--- config.mk ---
export PLATFORM = sky130hd
export DESIGN_NAME = boot_rom_copier
export DESIGN_NICKNAME = d
export VERILOG_FILES = /design/src/rtl/boot_rom_copier.sv
export SDC_FILE = /design/constraint.sdc
export NUM_CORES = 1
export LEC_CHECK = 0
export ABC_AREA = 1
export CORE_MARGIN = 2
export CORE_UTILIZATION = 40
export DETAILED_ROUTE_END_ITERATION = 12
export PLACE_DENSITY = 0.73
export REMOVE_ABC_BUFFERS = 1
export SLEW_MARGIN = 5
export SYNTH_ARGS = -nofsm -noshare
export SYNTH_HDL_FRONTEND = slang
export SYNTH_SLANG_ARGS = --single-unit
--- constraint.sdc ---
create_clock -name wb_clk_i -period 1.7 [get_ports wb_clk_i]
set_input_delay 0.34 -clock wb_clk_i [delete_from_list [all_inputs] [get_ports wb_clk_i]]
set_output_delay 0.34 -clock wb_clk_i [all_outputs]
set_load 0.1 [all_outputs]
--- src/rtl/boot_rom_copier.sv ---
// boot_rom_copier: power-up sequencer that copies the boot image from the
// video-cache DPRAM into SDRAM through the sram_wb copy port. The system is
// held off (sys_ready low) until every word has been written or skipped.
//
// Each word goes through a read / latency / write / wait-for-ack / advance
// sequence. Strobes and status outputs are decoded from the registered state,
// so they change only on clock edges and return to their idle values on the
// edge that samples reset.

module boot_rom_copier #(
    parameter int unsigned INIT_WAIT    = 500000,        // settle cycles after reset
    parameter logic [24:0] BASE_ADDR    = 25'h0080000,   // SDRAM byte address of cache word 0
    parameter int unsigned CACHE_RD_LAT = 2,             // cache read latency, 1..7
    parameter int unsigned ACK_TIMEOUT  = 255,           // WRWAIT cycles before a word is skipped
    parameter int unsigned IMAGE_WORDS  = 32768          // words copied, 1..32768
) (
    input  logic        wb_clk_i,
    input  logic        wb_rst_i,
    output logic [15:0] cache_addr,
    output logic        cache_rd,
    input  logic [15:0] cache_q,
    output logic        mem_copy,
    output logic [24:0] mem_copy_addr,
    output logic [15:0] mem_copy_data,
    output logic        mem_copy_we,
    input  logic        mem_ack,
    output logic        sys_ready,
    output logic        copy_err,
    output logic        busy
);

    typedef enum logic [2:0] {
        S_WAIT,
        S_RD,
        S_RDLAT,
        S_WR,
        S_WRWAIT,
        S_NEXT,
        S_DONE
    } state_e;

    localparam int unsigned WAIT_W = (INIT_WAIT > 1) ? $clog2(INIT_WAIT) : 1;
    localparam int unsigned TMO_W  = (ACK_TIMEOUT > 1) ? $clog2(ACK_TIMEOUT) : 1;

    localparam logic [WAIT_W-1:0] WAIT_LAST = WAIT_W'((INIT_WAIT > 0) ? INIT_WAIT - 1 : 0);
    localparam logic [2:0]        LAT_LAST  = 3'(CACHE_RD_LAT - 1);
    localparam logic [TMO_W-1:0]  TMO_LAST  = TMO_W'(ACK_TIMEOUT - 1);
    // Byte address of the final word. For a full 32768-word image this is
    // 16'hFFFE, so finishing it is the same as the address wrapping to 0.
    localparam logic [15:0]       LAST_ADDR = 16'(2 * (IMAGE_WORDS - 1));

    state_e            state_q, state_d;
    logic [WAIT_W-1:0] wait_cnt_q, wait_cnt_d;
    logic [2:0]        lat_cnt_q, lat_cnt_d;
    logic [TMO_W-1:0]  tmo_cnt_q, tmo_cnt_d;
    logic [15:0]       cache_addr_q, cache_addr_d;
    logic [24:0]       mem_copy_addr_q, mem_copy_addr_d;
    logic [15:0]       mem_copy_data_q, mem_copy_data_d;
    logic              copy_err_q, copy_err_d;

    // Next-state and datapath updates for the per-word copy sequence.
    always_comb begin
        // NOTE: every signal written here gets a default first, so no path
        // leaves one unassigned and no latch is inferred.
        state_d         = state_q;
        wait_cnt_d      = wait_cnt_q;
        lat_cnt_d       = lat_cnt_q;
        tmo_cnt_d       = tmo_cnt_q;
        cache_addr_d    = cache_addr_q;
        mem_copy_addr_d = mem_copy_addr_q;
        mem_copy_data_d = mem_copy_data_q;
        copy_err_d      = copy_err_q;

        case (state_q)
            S_WAIT: begin
                if (INIT_WAIT == 0 || wait_cnt_q == WAIT_LAST) begin
                    state_d = S_RD;
                end else begin
                    wait_cnt_d = wait_cnt_q + 1'b1;
                end
            end

            S_RD: begin
                lat_cnt_d = '0;
                state_d   = S_RDLAT;
            end

            S_RDLAT: begin
                if (lat_cnt_q == LAT_LAST) begin
                    // Data and address are captured together so both are
                    // already valid in the first cycle mem_copy_we is high.
                    mem_copy_data_d = cache_q;
                    mem_copy_addr_d = BASE_ADDR + {9'd0, cache_addr_q};
                    state_d         = S_WR;
                end else begin
                    lat_cnt_d = lat_cnt_q + 1'b1;
                end
            end

            S_WR: begin
                tmo_cnt_d = '0;
                state_d   = S_WRWAIT;
            end

            S_WRWAIT: begin
                if (mem_ack) begin
                    state_d = S_NEXT;
                end else if (tmo_cnt_q == TMO_LAST) begin
                    // Give up on this word: flag it and move on without retry.
                    copy_err_d = 1'b1;
                    state_d    = S_NEXT;
                end else begin
                    tmo_cnt_d = tmo_cnt_q + 1'b1;
                end
            end

            S_NEXT: begin
                cache_addr_d = cache_addr_q + 16'd2;
                state_d      = (cache_addr_q == LAST_ADDR) ? S_DONE : S_RD;
            end

            S_DONE: begin
                state_d = S_DONE;
            end

            default: begin
                state_d = S_WAIT;
            end
        endcase
    end

    // State and datapath registers with synchronous reset.
    always_ff @(posedge wb_clk_i) begin
        // NOTE: registers use non-blocking assignments so every flop samples
        // the pre-edge values regardless of statement order.
        if (wb_rst_i) begin
            state_q         <= S_WAIT;
            wait_cnt_q      <= '0;
            lat_cnt_q       <= '0;
            tmo_cnt_q       <= '0;
            cache_addr_q    <= '0;
            mem_copy_addr_q <= BASE_ADDR;
            mem_copy_data_q <= '0;
            copy_err_q      <= 1'b0;
        end else begin
            state_q         <= state_d;
            wait_cnt_q      <= wait_cnt_d;
            lat_cnt_q       <= lat_cnt_d;
            tmo_cnt_q       <= tmo_cnt_d;
            cache_addr_q    <= cache_addr_d;
            mem_copy_addr_q <= mem_copy_addr_d;
            mem_copy_data_q <= mem_copy_data_d;
            copy_err_q      <= copy_err_d;
        end
    end

    // Strobes and status decoded from the registered state.
    assign cache_rd      = (state_q == S_RD);
    assign mem_copy_we   = (state_q == S_WR) || (state_q == S_WRWAIT);
    assign sys_ready     = (state_q == S_DONE);
    assign mem_copy      = (state_q != S_DONE);
    assign busy          = (state_q != S_WAIT) && (state_q != S_DONE);

    assign cache_addr    = cache_addr_q;
    assign mem_copy_addr = mem_copy_addr_q;
    assign mem_copy_data = mem_copy_data_q;
    assign copy_err      = copy_err_q;

endmodule

Yosys cells after proc, flatten, opt, wreduce, memory -nomap -nowiden
Index checks and enable logic that the tools add are counted.
Widths: inputs -> output; s select.

word-level totals
  input bits = 19
  output and inout bits = 63
  flip-flop bits (word level) = 91
  word-level logic and storage cells = 55

operators by class
  reductions and logical operators = 12
  bitwise operators = 2
  equality and inequality tests = 17
  $add $sub $neg = 5
  muxes and demuxes = 11

operator list
  cell                    number
  $add 20x16->21 const A  1
  $pmux 3 s7              1
  $add 19x1->19 const B   1
  $eq 19x19->1 const B    1
  $mux 3                  6
  $add 16x2->16 const B   1
  $eq 16x16->1 const B    1
  $mux 8                  2
  $pmux 8 s2              1
  $ne 2x2->1 const B      5
  $eq 3x3->1 const B      3
  $reduce_and 3->1        3
  $add 8x1->8 const B     1
  $eq 8x8->1 const B      1
  $eq 3x1->1 const B      2
  $eq 3x2->1 const B      2
  $ne 3x3->1 const B      2
  $pmux 3 s2              1
  $reduce_and 2->1        3
  $reduce_bool 2->1       2
  $add 3x1->3 const B     1
  $logic_not 3->1         1
  $reduce_bool 3->1       1
  $not 1->1               2
  other kinds (2)         2

Logic depth before layout (Yosys ltp)
  depth in word-level cells = 4
  depth in mapped cells = 10

Worst setup path before layout
OpenSTA, ideal clock, no wires.

  kind = register to output
  start = register state_q[2]
  end = output port busy
  data required time = 1360 ps
  slack = -1495 ps
  stages on the path, launching flop included = 4
  path buffers = 0
  arrival time = 2855 ps
  cell sequence = dfxtp_1 > nand2_1 > nor2_1 > nor2_1

on the way
  word-level cells in the longest chain between the ends = 2
  elaborated cells on any way between the ends = 3

ends and longest elaborated chain
  what                                             line  RTL
  start, declared                                  52    state_e state_q, state_d;
  start signal, assigned                           146   state_q <= state_d;
  $ne 3x3->1 or $reduce_bool 3->1 (tied branches)  162   assign busy = (state_q != S_WAIT) && (state_q != S_DONE);
  $logic_and 1x1->1 (*)                            162
  end, declared                                    29    output logic busy

Every way passes the cells marked *; elsewhere a longest branch is shown, timed or not.

Final worst setup path
  start = register state_q[0]
  end = output port busy

The elaborated chain is that of the path after synthesis.

==> results_dict.tcl <==
set metrics [dict create \
    status "completed" \
    synth.distinct_cells 27 \
    fillers 807 \
    core-area_um2 9284 \
    hold_path_class "reg -> reg" \
    skew_ns 0.01057 \
    setup_viol 0 \
    port_buffers 70 \
    fmax_mhz 589.1 \
    grt_max_degree 52 \
    worst_setup_path_end_kind "output port" \
    htreeDepth 3 \
    hold_violations 0 \
    arrival_ns 1.36 \
    cts_buffers 9 \
    drcViolationCount 0 \
    r2r_setup_slack_ns 0.06 \
    async_flop_share_pct 0 \
    finalWirelength_mm 10.12 \
    vias 3902 \
    synth_flop_cell "dfxtp_1" \
    cts_tree "yes" \
    ant_nets 0 \
    initialDrtViolationCount 180 \
    area_growth_pct 45.07 \
    initial_utilization_pct 41.59 \
    timing_worst_setup_path_type "reg -> out" \
    crit_path_top_delay_cell "dfxtp_4" \
    grt_pass1_vias 3842 \
    dp_hpwl_mm 7.172 \
    clockBufferDepth 2 \
    clock_latency_ns 0.36 \
    grt_overflow_total 0 \
    ff_latch_area_um2 1609 \
    antenna_found_initial 0 \
    rsz0062_at_grt "true" \
    num_rows 35 \
    drive_gt1_share_pct 17.45 \
    nets 679 \
    clockRootBuffer "clkbuf_8" \
    yosys_register_bits 80 \
    instances_no_fill 788 \
    slowest_delay_ns 0.37 \
    ys_warn_count 0 \
    clkSinkCount 80 \
    vdd_drop_max_v 0.0003892 \
    clk_pin_slew_ns 0.09 \
    use_met3_pct 8.687 \
    n_antenna_cell 0 \
    worstSetupStartpointType "flop" \
    finalCritPeriodShare_pct 99.85 \
    fp.dieH_um 102.3 \
    design_area_um2 5602 \
    dieArea_um2 10460 \
    wl_per_cell_um 12.84 \
    power_density_nw_per_um2 654.0 \
    synth_area_um2 3861 \
    place_area_um2 5310 \
    drv_cap 0 \
    leakage_nw 2.236 \
    gr-usage-all-layers_pct 20.46 \
    top_usage_layer "met2" \
    slew_violations 0 \
    viasPerCell 4.952 \
    period_minus_slack_ns 1.697 \
    met1_usage_pct 24.00 \
    gp_congestion 0.9424 \
    avgSynthCellArea_um2 6.762 \
    ios 82 \
    dpl.cell_count 770 \
    multi_input_area_um2 1961 \
    grt_pass1_wl_mm 17.17 \
    drt-pass1-iter-count 6 \
    path_cells "nor2_1, inv_1, nor2_4, nor2_2, buf_12" \
    synthCells 571 \
    required_ns 1.36 \
    critical_path.max_fanout 4 \
    synth_seq_area_share_pct 41.48 \
    use_met2_pct 33.55 \
    synth_edf_count 0 \
    fp.dieW_um 102.3 \
]
## cell usage after synthesis (9+ instances only)
cell | n | share of area (%)
nand3_1 | 27 | 3.5
clkbuf_1 | 11 | 1.1
inv_1 | 55 | 5.3
a21oi_1 | 47 | 6.1
o21ai_0 | 47 | 6.1
dfxtp_1 | 80 | 41
nand2_1 | 117 | 11
xor2_1 | 12 | 2.7
buf_4 | 13 | 2.5
nor2_1 | 114 | 11
nor3_1 | 9 | 1.2
nand4_1 | 9 | 1.5
## path summary, 6_finish.rpt
kind	from	end	cells after the start
setup / recovery	state_q[0]	busy	5
hold / removal	lat_cnt_q[1]	lat_cnt_q[1]	2
setup reg to reg	wait_cnt_q[1]	wait_cnt_q[2]	8
hold reg to reg	lat_cnt_q[1]	lat_cnt_q[1]	2
## cell type report
cell class,instances,area share [%]
Multi-Input combinational cell,414,35.00
Sequential cell,80,28.72
Timing Repair Buffer,92,25.64
Inverter,57,3.820
Tap cell,129,2.881
Clock buffer,10,2.278
Clock inverter,6,1.653
## critical path: cells and delay by family, from the launching register on
kind	cells	cell delay, ns
buf+inv	2	0.26
simple gates	3	0.37
flops	1	0.37
## state kept, by name, indices dropped and copies added (netlist names)
| signal | count |
|---|---|
| copy_err | 1 |
| mem_copy_addr | 15 |
| mem_copy_data | 16 |
| lat_cnt_q | 3 |
| cache_addr | 15 |
| state_q | 3 |
| wait_cnt_q | 19 |
| tmo_cnt_q | 8 |
## routing by layer
| metal | routed length (um) | up-vias | part of all wire [%] |
|---|---|---|---|
| li1 | - | 1951 | - |
| met1 | 4227 | 1784 | 42 |
| met2 | 4803 | 144 | 47 |
| met3 | 911 | 23 | 9.0 |
| met4 | 174 | 0 | 1.7 |
| met5 | 0 | - | 0 |
## power by group
| group | switching [mW] | internal [mW] | total (mW) |
|---|---|---|---|
| clock | 0.727 | 0.835 | 1.56 |
| combinational | 0.160 | 0.0610 | 0.221 |
| sequential | 0.00509 | 1.87 | 1.88 |
| total | 0.893 | 2.77 | 3.66 |
## what timing repair did
action,CTS,global route
pin swaps,1,1
setup buffers,1,1
gates resized for setup,11,9
hold buffers,0,0
setup endpoints to repair,4,40
## logic make-up (layout without fill, tap and decap cells)
logic type                 count (synthesis)  after routing  share of synthesized area, %
and+or+nand+nor                          285            285                         30.36
xor gates and xnor gates                  16             16                         3.629
buffers and inverters                     86            165                         9.883
AOI/OAI and AO/OA                         96             96                         12.51
adders and majority gates                  6              6                         1.944
other                                      2             11                        0.1945
DFF                                       80             80                         41.48
## per-stage QoR
step                       TNS (ns)  hold WS, ns  total power [mW]  setup slack (ns)  utilization (%)
after global placement            0       0.4685             2.140            0.1482            57.20
after floorplan              -18.03       0.4091             2.063            -1.495                -
after CTS                 -0.007054       0.5012             3.677         -0.007054            60.00
final                             0       0.4982             3.664          0.002576            60.34
after global routing        -0.2406       0.5170             3.788          -0.05623            60.34
after detailed placement          0       0.4864             2.144           0.08349            57.20
## placed cells by master (no fill, tap or decap)
cell	n
nand2_1	114
nor2_1	109
dfxtp_1	78
buf_12	56
inv_1	53
o21ai_0	47
a21oi_1	45
nand3_1	27
clkdlybuf4s50_1	18
buf_4	18
xor2_1	12
conb_1	11
nand4_1	9
clkbuf_8	9
nor3_1	8
nor2_2	7
ha_1	6
inv_2	4
nand2_2	4
xnor2_1	4
nor2_4	3
a21oi_2	2
clkinvlp_4	2
bufinv_16	2
dfxtp_4	2
nor3_2	1
nand3_2	1
o21ai_1	1
o21a_1	1
nor3_4	1
or2_2	1
clkinv_4	1
clkbuf_1	1
inv_6	1
Power figures use the tool's default switching activity.
